==> config.mk <==
export PLATFORM = sky130hd
export DESIGN_NAME = piano_note_detector_flat
export DESIGN_NICKNAME = d
export VERILOG_FILES = /design/src/rtl/piano_pkg.sv /design/src/rtl/piano_note_detector_if.sv /design/src/rtl/tone_edge_sync.sv /design/src/rtl/piano_note_detector.sv /design/src/flat_wrapper.sv
export SDC_FILE = /design/constraint.sdc
export NUM_CORES = 1
export LEC_CHECK = 0
export BUFFER_PORTS_ARGS = -buffer_cell sky130_fd_sc_hd__buf_4
export CAP_MARGIN = 30
export CORE_UTILIZATION = 53
export DETAILED_ROUTE_END_ITERATION = 7
export PLACE_DENSITY = 0.69
export SYNTH_ARGS = -nofsm -noshare
export SYNTH_HDL_FRONTEND = slang
export SYNTH_HIERARCHICAL = 1
export SYNTH_SLANG_ARGS = --single-unit
==> constraint.sdc <==
create_clock -name clk -period 4.37 [get_ports clk]
set_clock_uncertainty 0.1 [all_clocks]
set_input_delay 0.6555 -clock clk [delete_from_list [all_inputs] [get_ports clk]]
set_output_delay 0.6555 -clock clk [all_outputs]
set_load 0.02 [all_outputs]
==> src/rtl/piano_pkg.sv <==
// Shared constants and helpers for the piano tone generator / note detector pair:
// note half-periods, classification boundaries and the detector state encoding.
package piano_pkg;

  localparam int NOTE_W = 4;
  localparam int HP_W   = 17;

  typedef logic [HP_W-1:0] hp_t;

  // Half-period in 50 MHz clk cycles for each note code, lowest note first
  localparam hp_t HALF_PERIOD [16] = '{
    17'd113635, 17'd107258, 17'd101238, 17'd95556,
    17'd90194,  17'd85131,  17'd80353,  17'd75843,
    17'd71586,  17'd67568,  17'd63776,  17'd60197,
    17'd56818,  17'd53629,  17'd50619,  17'd47778
  };

  // Descending class boundaries: class k covers BOUND[k+1] <= m < BOUND[k]
  localparam hp_t BOUND [17] = '{
    17'd116825, 17'd110446, 17'd104247, 17'd98396,
    17'd92873,  17'd87661,  17'd82741,  17'd78097,
    17'd73713,  17'd69576,  17'd65671,  17'd61985,
    17'd58506,  17'd55222,  17'd52123,  17'd49197,
    17'd46357
  };

  typedef enum logic [1:0] {
    IDLE    = 2'd0,
    MEASURE = 2'd1,
    LOCKED  = 2'd2
  } state_t;

  typedef struct packed {
    logic              in_range;
    logic [NOTE_W-1:0] code;
  } class_t;

  function automatic class_t classify(input hp_t m);
    class_t c;
    c.in_range = 1'b0;
    c.code     = {NOTE_W{1'b0}};
    for (int k = 0; k < 16; k++) begin
      if ((m < BOUND[k]) && (m >= BOUND[k+1])) begin
        c.in_range = 1'b1;
        c.code     = NOTE_W'(k);
      end
    end
    return c;
  endfunction

endpackage

==> src/rtl/piano_note_detector_if.sv <==
// Tone input and decoded-note outputs of the piano note detector.
interface piano_note_detector_if;
  import piano_pkg::*;

  logic              tone_in;
  logic [NOTE_W-1:0] note;
  logic              note_valid;
  logic              note_strobe;
  logic              silent;

  modport master (output tone_in, input note, note_valid, note_strobe, silent);
  modport slave  (input tone_in, output note, note_valid, note_strobe, silent);
endinterface

==> src/rtl/tone_edge_sync.sv <==
// Two-flop synchronizer for the asynchronous tone input followed by a
// registered any-edge pulse (visible 3 clk after the input toggles).
module tone_edge_sync (
  input  logic clk,
  input  logic rst_n,
  input  logic din,
  output logic edge_pulse
);

  logic sync1_r;
  logic sync2_r;
  logic prev_r;
  logic edge_r;

  // Synchronize the input and flag any change of the synchronized level
  always_ff @(posedge clk or negedge rst_n) begin
    if (!rst_n) begin
      sync1_r <= 1'b0;
      sync2_r <= 1'b0;
      prev_r  <= 1'b0;
      edge_r  <= 1'b0;
    end else begin
      sync1_r <= din;
      sync2_r <= sync1_r;
      prev_r  <= sync2_r;
      edge_r  <= sync2_r ^ prev_r;
    end
  end

  assign edge_pulse = edge_r;

endmodule

==> src/rtl/piano_note_detector.sv <==
// Decodes a square-wave tone back to its 4-bit note code by timing each
// half-period and locking once STABLE consecutive half-periods agree.
module piano_note_detector
  import piano_pkg::*;
#(
  parameter int unsigned     STABLE  = 4,
  parameter logic [HP_W-1:0] TIMEOUT = 17'd120000
) (
  input logic                  clk,
  input logic                  rst_n,
  piano_note_detector_if.slave bus
);

  localparam logic [3:0] STABLE_C = 4'(STABLE);
  localparam hp_t        CNT_MAX  = 17'h1FFFF;

  logic              edge_s;
  hp_t               counter_r;
  state_t            state_r;
  state_t            state_s;
  class_t            cls_s;
  logic              same_s;
  logic              timeout_s;
  logic [3:0]        run_r;
  logic [3:0]        run_s;
  logic [3:0]        run_inc_s;
  logic [NOTE_W-1:0] cand_r;
  logic [NOTE_W-1:0] cand_s;
  logic [NOTE_W-1:0] note_r;
  logic [NOTE_W-1:0] note_s;
  logic              valid_r;
  logic              valid_s;
  logic              strobe_r;
  logic              strobe_s;
  logic              silent_r;
  logic              silent_s;

  tone_edge_sync u_sync (
    .clk        (clk),
    .rst_n      (rst_n),
    .din        (bus.tone_in),
    .edge_pulse (edge_s)
  );

  // Half-period counter: restarts at 1 on every edge, saturates instead of wrapping
  always_ff @(posedge clk or negedge rst_n) begin
    if (!rst_n) begin
      counter_r <= {HP_W{1'b0}};
    end else if (edge_s) begin
      counter_r <= 17'd1;
    end else if (counter_r != CNT_MAX) begin
      counter_r <= counter_r + 17'd1;
    end
  end

  // State register
  always_ff @(posedge clk or negedge rst_n) begin
    if (!rst_n) begin
      state_r <= IDLE;
    end else begin
      state_r <= state_s;
    end
  end

  // Next state plus candidate/run tracking; an edge takes priority over timeout
  always_comb begin
    cls_s     = classify(counter_r);
    same_s    = cls_s.in_range && (cls_s.code == cand_r);
    timeout_s = (counter_r == TIMEOUT);
    run_inc_s = (run_r < STABLE_C) ? (run_r + 4'd1) : run_r;
    state_s   = state_r;
    run_s     = run_r;
    cand_s    = cand_r;
    case (state_r)
      IDLE: begin
        // The first edge only starts timing; the counter was not measuring a full half-period
        if (edge_s) begin
          state_s = MEASURE;
        end else begin
          state_s = IDLE;
        end
      end
      MEASURE, LOCKED: begin
        if (edge_s) begin
          if (!cls_s.in_range) begin
            run_s   = 4'd0;
            state_s = MEASURE;
          end else if (same_s) begin
            run_s   = run_inc_s;
            state_s = (run_inc_s == STABLE_C) ? LOCKED : MEASURE;
          end else begin
            run_s   = 4'd1;
            cand_s  = cls_s.code;
            state_s = (STABLE_C == 4'd1) ? LOCKED : MEASURE;
          end
        end else if (timeout_s) begin
          run_s   = 4'd0;
          state_s = IDLE;
        end else begin
          state_s = state_r;
        end
      end
      default: begin
        run_s   = 4'd0;
        state_s = IDLE;
      end
    endcase
  end

  // Output values for the next cycle; note holds its last value outside LOCKED
  always_comb begin
    valid_s = (state_s == LOCKED);
    if (valid_s) begin
      note_s = cand_s;
    end else begin
      note_s = note_r;
    end
    strobe_s = valid_s && (!valid_r || (note_s != note_r));
    silent_s = (state_s == IDLE);
  end

  // Registered tracking state and outputs
  always_ff @(posedge clk or negedge rst_n) begin
    if (!rst_n) begin
      run_r    <= 4'd0;
      cand_r   <= {NOTE_W{1'b0}};
      note_r   <= {NOTE_W{1'b0}};
      valid_r  <= 1'b0;
      strobe_r <= 1'b0;
      silent_r <= 1'b1;
    end else begin
      run_r    <= run_s;
      cand_r   <= cand_s;
      note_r   <= note_s;
      valid_r  <= valid_s;
      strobe_r <= strobe_s;
      silent_r <= silent_s;
    end
  end

  assign bus.note        = note_r;
  assign bus.note_valid  = valid_r;
  assign bus.note_strobe = strobe_r;
  assign bus.silent      = silent_r;

endmodule

==> src/flat_wrapper.sv <==
// flat-port wrapper written by rule: the top's interface ports become plain ports
module piano_note_detector_flat import piano_pkg::*;
#(
  parameter int unsigned     STABLE  = 4,
  parameter logic [HP_W-1:0] TIMEOUT = 17'd120000
)
  (clk, rst_n, bus_tone_in, bus_note, bus_note_valid, bus_note_strobe, bus_silent);
  piano_note_detector_if bus_i ();
  input logic clk;
  input logic rst_n;
  input wire logic [$bits(bus_i.tone_in)-1:0] bus_tone_in;
  output wire logic [$bits(bus_i.note)-1:0] bus_note;
  output wire logic [$bits(bus_i.note_valid)-1:0] bus_note_valid;
  output wire logic [$bits(bus_i.note_strobe)-1:0] bus_note_strobe;
  output wire logic [$bits(bus_i.silent)-1:0] bus_silent;
  assign bus_i.tone_in = bus_tone_in;
  assign bus_note = bus_i.note;
  assign bus_note_valid = bus_i.note_valid;
  assign bus_note_strobe = bus_i.note_strobe;
  assign bus_silent = bus_i.silent;
  piano_note_detector #(.STABLE(STABLE), .TIMEOUT(TIMEOUT)) u_core (.clk(clk), .rst_n(rst_n), .bus(bus_i));
endmodule
==> flow_summary.json, run 1 <==
{
  "synthFlopType": "dfrtp_1",
  "cap_violations": 0,
  "slew_headroom_pct": 55.57,
  "crit_path_start_kind": "flip-flop",
  "layout-drive-gt1-share_pct": 18.95,
  "die_h_um": 84.11,
  "cpMaxStageDelayCell": "dfrtp_1",
  "synthMostInstantiatedCell": "dfrtp_1",
  "synth.largest_area_cell": "dfrtp_1",
  "setup_viol": 0,
  "irDropWorstVdd_uv": 312.0,
  "dpl.hpwl_um": 7552,
  "post_drt_wl_per_cell_um": 20.05,
  "syn_nets": 435,
  "fin_setup_tns_ps": 0,
  "ctsHoldBuffers": 0,
  "drt_iter0_markers": 491,
  "synth-edff-count": 0,
  "numCtsBuffers": 5,
  "grt_pass1_vias": 3348,
  "io_pins": 10,
  "worstPathMaxFanout": 18,
  "syn_area_sq_um": 3573,
  "r2r_start": "u_core/counter_r[15]",
  "hp-class": "input pin to asynchronous set/reset pin",
  "status": "complete, no violations",
  "vias": 3622,
  "tightest_slew_ps": 666.4,
  "async_reset_ff_share_pct": 100.0,
  "antenna_found_initial": 0,
  "synthCells": 425,
  "clk_latency_ps": 290,
  "hold_viol_final": 0,
  "grt_usage_pct": 30.34,
  "clk_path_buf_depth": 2,
  "dr.pass1.iters": 5,
  "drv_slew": 0,
  "crit_start": "u_core/counter_r[15]",
  "p_per_area_nw_per_um2": 242.7,
  "fmax_mhz": 239.7,
  "port_buffers": 9,
  "nets": 447,
  "slowest_delay_ps": 630,
  "htree_levels": 2,
  "power_leakage_nw": 1.598,
  "synth_warnings": 6,
  "syn_to_final_growth_pct": 9.699,
  "wirelength_um": 10320,
  "clock_sinks": 38,
  "rsz0062_at_grt": "no",
  "crit_required_ps": 4450,
  "synthTopCellsByArea": "dfrtp_1, nor2_1, nand2_1",
  "overflow": 0,
  "crit_top_cell": "nor4_4",
  "synth-seq-area-share_pct": 26.65,
  "grt_max_degree": 39,
  "ys_ff_latch": 38,
  "synth_cell_types": 84,
  "drc": 0,
  "core_sq_um": 6422,
  "tritoncts": "built",
  "rows": 29,
  "path_class": "flip-flop to flip-flop",
  "n_antenna_cell": 0,
  "die_w_um": 84.11,
  "finish.utilization_pct": 61.04,
  "path_cells": "and4bb_2 > nand4_1 > o211ai_1 > a21oi_1 > nor4_4 > nand3_1 > mux4_2 > nor4_4 > nor4b_4 > o221a_2 > mux2_4",
  "drt.antenna.violating_nets": 0,
  "via_per_inst": 7.033,
  "avgSynthCellArea_sq_um": 8.408,
  "clkTransAtPathRegs_ps": 80,
  "period_minus_slack_ps": 4172,
  "crit_arrival_ps": 4250,
  "worstSetupEndpointType": "flip-flop",
  "yosys-top-cells-count": "dfrtp_1, nor2_1, nand2_1",
  "gp_congestion": 0.9996,
  "fin_crit_sh_pct": 95.48,
  "synth_top_cell_area_share_pct": 25.91,
  "grt_pass1_wl_um": 17120,
  "start_util_pct": 55.64,
  "clockRootBuffer": "clkbuf_8",
  "die_area_sq_um": 7074
}
-- where the power goes --
part,switching (mW),internal [mW]
Sequential,0.0357,0.377
Clock,0.128,0.229
Combinational,0.115,0.0672
Total,0.278,0.673
-- metrics by stage --
stage               area (sq um)  total power [mW]  std cells  worst slack (ps)  hold WS [ps]
finish                      3920            0.9515        515             197.5         214.9
global route                3920             1.000        515             28.11         251.1
CTS                         3915            0.9538        515             186.1         239.7
detailed placement          3777            0.5967        507             185.1         238.0
global placement            3777            0.5922        507             336.4         247.0
floorplan                   3573            0.5460        425             488.2         231.2
-- critical path, delay by kind of cell, from the launching register on --
kind / cells / cell delay [ps]
AND/OR/NAND/NOR: 6 / 1650
flip-flops: 1 / 630
AO/OA/AOI/OAI: 3 / 860
multiplexers: 2 / 830
-- sequential cells by signal, indices dropped and copies added (netlist names) --
name	count
u_core/bus.note_strobe	1
u_core/run_r	4
u_core/cand_r	4
u_core/bus.silent	1
u_core/bus.note	4
u_core/state_r	2
u_core/bus.note_valid	1
u_core/counter_r	17
u_core/u_sync/prev_r	1
u_core/u_sync/sync2_r	1
u_core/u_sync/edge_pulse	1
u_core/u_sync/sync1_r	1
-- layout by cell type, fill, tap and decap left out, types with 5 or more instances in the layout --
cell,netlist,final
buf_4,8,43
nor2_1,36,36
nand2_1,35,35
dfrtp_1,37,33
a21oi_1,22,22
nand3_1,17,17
o21ai_0,16,16
nor4_1,15,15
inv_1,14,14
xor2_1,11,11
nand4_1,10,10
nor3_1,10,10
a31oi_1,8,8
nand2b_1,7,7
ha_1,7,7
and4_1,6,6
and2_1,6,6
a21o_1,6,6
clkbuf_8,0,5
o211ai_1,5,5
nor2b_1,5,5
or3_1,5,5
and3_1,5,5
-- repair_timing --
| action | 4_1_cts | 5_1_grt |
|---|---|---|
| buffers inserted | 0 | 0 |
| gates resized for setup | 0 | 4 |
| setup endpoints to repair | 0 | 4 |
| hold endpoints to repair | 0 | 0 |
-- worst paths after layout --
path / endpoint / slack [ps] / cells after the start
worst min register to register: u_core/u_sync/sync2_r / 270 / 0
worst min-delay path: u_core/counter_r[2] / 210 / 1
worst max-delay path: u_core/bus.note[0] / 200 / 11
max in group asynchronous: u_core/bus.silent / 3600 / 1
min in group clk: u_core/u_sync/sync2_r / 270 / 0
worst max register to register: u_core/bus.note[0] / 200 / 11
-- layer usage --
| metal | vias to the layer above | share of wire, % | track usage (%) |
|---|---|---|---|
| li1 | 1639 | - | - |
| met1 | 1733 | 45 | 43.99 |
| met2 | 204 | 42 | 46.27 |
| met3 | 46 | 8.3 | 4.154 |
| met4 | 0 | 4.0 | 11.13 |
| met5 | - | 0 | 0 |
-- cell families (layout without fill, tap and decap cells) --
group	Yosys count	in the layout	share of synthesized area, %
AND/OR/NAND/NOR	186	186	30.64
AO/OA/AOI/OAI	116	116	24.93
buffers and inverters	54	67	8.158
flip-flops	38	38	26.65
XOR/XNOR	15	15	3.676
multiplexers	9	9	3.501
adder cells (fa/ha/maj)	7	7	2.451
-- area by class of cell --
type	count	area (sq um)
sequential	38	957.2
clock inverter	3	68.82
timing repair buffer	44	342.8
tap	77	96.34
multi-input combinational	333	2330
inverter	15	56.30
clock buffer	5	68.82
fill	559	2502
No activity file was read; power rests on OpenSTA's default activity.
==> inputs of run 2 (changes only) <==
--- a/config.mk
+++ b/config.mk
@@ -5,6 +5,7 @@
 export SDC_FILE = /design/constraint.sdc
 export NUM_CORES = 1
 export LEC_CHECK = 0
+export ABC_AREA = 1
 export BUFFER_PORTS_ARGS = -buffer_cell sky130_fd_sc_hd__buf_4
 export CAP_MARGIN = 30
 export CORE_UTILIZATION = 53
==> run 2 against run 1 <==
  * Combinational power is 7% lower
  * Power down 2.3%
  * Clock power about the same
  * Sequential power decreased by 3%
  * Setup slack improved by 690 ps
  * Sequential share of layout area grew 0.48 points
  * Core utilization fell by 2.1 points
  * Count of clock-buffer cells in the layout is the same
  * Hold slack improved by 18 ps
  * Register-to-register slack gained 690 ps
  * Fmax up 20%
  * Flip-flop and latch count did not move
  * Critical path type unchanged
==> flow_summary.json, run 2 <==
{
  "status": "complete, no violations",
  "irDropWorstVdd_uv": 219.3,
  "synthTopCellsByArea": "dfrtp_1, nand2_1, nand3_1",
  "period_minus_slack_ps": 3482,
  "layout-drive-gt1-share_pct": 13.65,
  "setup_viol": 0,
  "wirelength_um": 11220,
  "gp_congestion": 1.086,
  "clk_latency_ps": 290,
  "cts_resized": 0,
  "ys_ff_latch": 38,
  "syn_area_sq_um": 3655,
  "hold_viol_final": 0,
  "synth_top_cell_area_share_pct": 25.33,
  "die_h_um": 85.04,
  "top_register": "u_core/counter_r",
  "rows": 29,
  "crit_required_ps": 4450,
  "worstSetupEndpointType": "flip-flop",
  "drt_iter0_markers": 434,
  "final_area_sq_um": 3825,
  "tritoncts": "built",
  "clockRootBuffer": "clkbuf_8",
  "slew_headroom_pct": 46.56,
  "synth-edff-count": 0,
  "clock_sinks": 38,
  "fmax_mhz": 287.2,
  "drc": 0,
  "avgSynthCellArea_sq_um": 6.226,
  "grt_usage_pct": 32.67,
  "die_w_um": 85.04,
  "p_per_area_nw_per_um2": 243.0,
  "post_drt_wl_per_cell_um": 16.92,
  "drv_slew": 0,
  "n_antenna_cell": 0,
  "fin_crit_sh_pct": 79.69,
  "final_common_cell": "nand2_1",
  "synth_cell_types": 42,
  "grt_pass1_wl_um": 18400,
  "async_reset_ff_share_pct": 100.0,
  "numCtsBuffers": 5,
  "dp_cells": 655,
  "die_area_sq_um": 7232,
  "io_pins": 10,
  "clk_path_buf_depth": 2,
  "overflow": 0,
  "dr.pass1.iters": 5,
  "final_cell_mix": "nand2_1, nor2_1, inv_1",
  "placed_area_sq_um": 3687,
  "synthCells": 587,
  "post-cts-setup-buffers": 0,
  "grt_max_degree": 39,
  "via_per_inst": 5.867,
  "path_class": "flip-flop to flip-flop",
  "clkTransAtPathRegs_ps": 80,
  "vias": 3890,
  "htree_levels": 2,
  "tightest_slew_ps": 801.6,
  "hp-class": "input pin to asynchronous set/reset pin",
  "port_buffers": 9,
  "yosys-top-cells-count": "nand2_1, nor2_1, inv_1",
  "power_leakage_nw": 1.946,
  "synth-seq-area-share_pct": 26.05,
  "largest_reg_flops": 17,
  "drt.antenna.violating_nets": 0,
  "fin_cells": 663,
  "worstPathMaxFanout": 11,
  "dpl.hpwl_um": 8858,
  "core_sq_um": 6495,
  "ctsHoldBuffers": 0,
  "start_util_pct": 56.27,
  "crit_arrival_ps": 3560,
  "rsz0062_at_grt": "no",
  "syn_nets": 598,
  "nets": 596,
  "synth_warnings": 6,
  "cap_violations": 0,
  "synth.largest_area_cell": "dfrtp_1",
  "synthFlopType": "dfrtp_1",
  "fin_setup_tns_ps": 0,
  "crit_path_start_kind": "flip-flop",
  "antenna_found_initial": 0,
  "syn_to_final_growth_pct": 4.656,
  "grt_pass1_vias": 3661,
  "synthMostInstantiatedCell": "nand2_1"
}
[run 2: logic make-up after synthesis]
| family | count (synthesis) | synth area share [%] |
|---|---|---|
| flip-flops | 38 | 26.05 |
| AND/OR/NAND/NOR | 354 | 44.71 |
| buffers and inverters | 101 | 12.26 |
| XOR/XNOR | 1 | 0.2397 |
| multiplexers | 1 | 0.2739 |
| AO/OA/AOI/OAI | 84 | 13.73 |
| adder cells (fa/ha/maj) | 8 | 2.739 |
[run 2: through the flow]
stage | utilization (%) | power, mW | hold slack [ps] | worst slack [ps]
finish | 58.89 | 0.9296 | 233.3 | 887.7
global route | 58.89 | 0.9735 | 278.4 | 553.3
CTS | 58.89 | 0.9326 | 258.4 | 978.9
detailed placement | 56.77 | 0.5711 | 241.8 | 994.2
global placement | 56.77 | 0.5683 | 246.6 | 1024
floorplan | - | 0.5204 | 231.2 | 1772
[run 2: path summary, 6_finish.rpt]
path	to	slack, ps	startpoint	cells after the start
min	u_core/counter_r[7]	230	rst_n	1
min in group clk	u_core/u_sync/sync2_r	270	u_core/u_sync/sync1_r	0
max in group asynchronous	u_core/bus.silent	3550	rst_n	1
max	u_core/bus.note[0]	890	u_core/counter_r[5]	19
max reg2reg	u_core/bus.note[0]	890	u_core/counter_r[5]	19
min reg2reg	u_core/u_sync/sync2_r	270	u_core/u_sync/sync1_r	0
[run 2: metal layers]
layer | GRT usage (%) | wire length (um) | part of all wire, % | up-vias
li1 | - | - | - | 1908
met5 | 0 | 0 | 0 | -
met4 | 9.245 | 245 | 2.2 | 0
met1 | 47.36 | 5180 | 46 | 1781
met2 | 49.34 | 4818 | 43 | 181
met3 | 6.615 | 972 | 8.7 | 20
[run 2: layout make-up]
type	count	area (sq um)
clock buffer	5	68.82
clock inverter	3	68.82
fill	664	2670
inverter	83	316.6
multi-input combinational	448	2255
sequential	38	952.2
tap	77	96.34
timing repair buffer	9	67.56
[run 2: report_power, final]
part           internal, mW  switching [mW]  leakage, nW  total [mW]
clock                 0.229           0.132       0.0683       0.360
combinational        0.0478           0.121         1.37       0.169
sequential            0.371          0.0292        0.510       0.401
[run 2: worst max-delay path: stages (launching register included)]
cell,delay (ps)
dfrtp_1,660
nand2_1,350
nor3_1,350
nand4_1,240
nand4_1,170
nand2_1,100
nand2_1,80
nand3_1,80
nand2_1,70
nand2_1,80
o21bai_1,120
nand2_1,70
nor2_1,100
nand2_1,70
nor2_2,130
nand3_2,140
o21ai_4,260
nand2_4,100
nand2_1,60
nand2_1,60
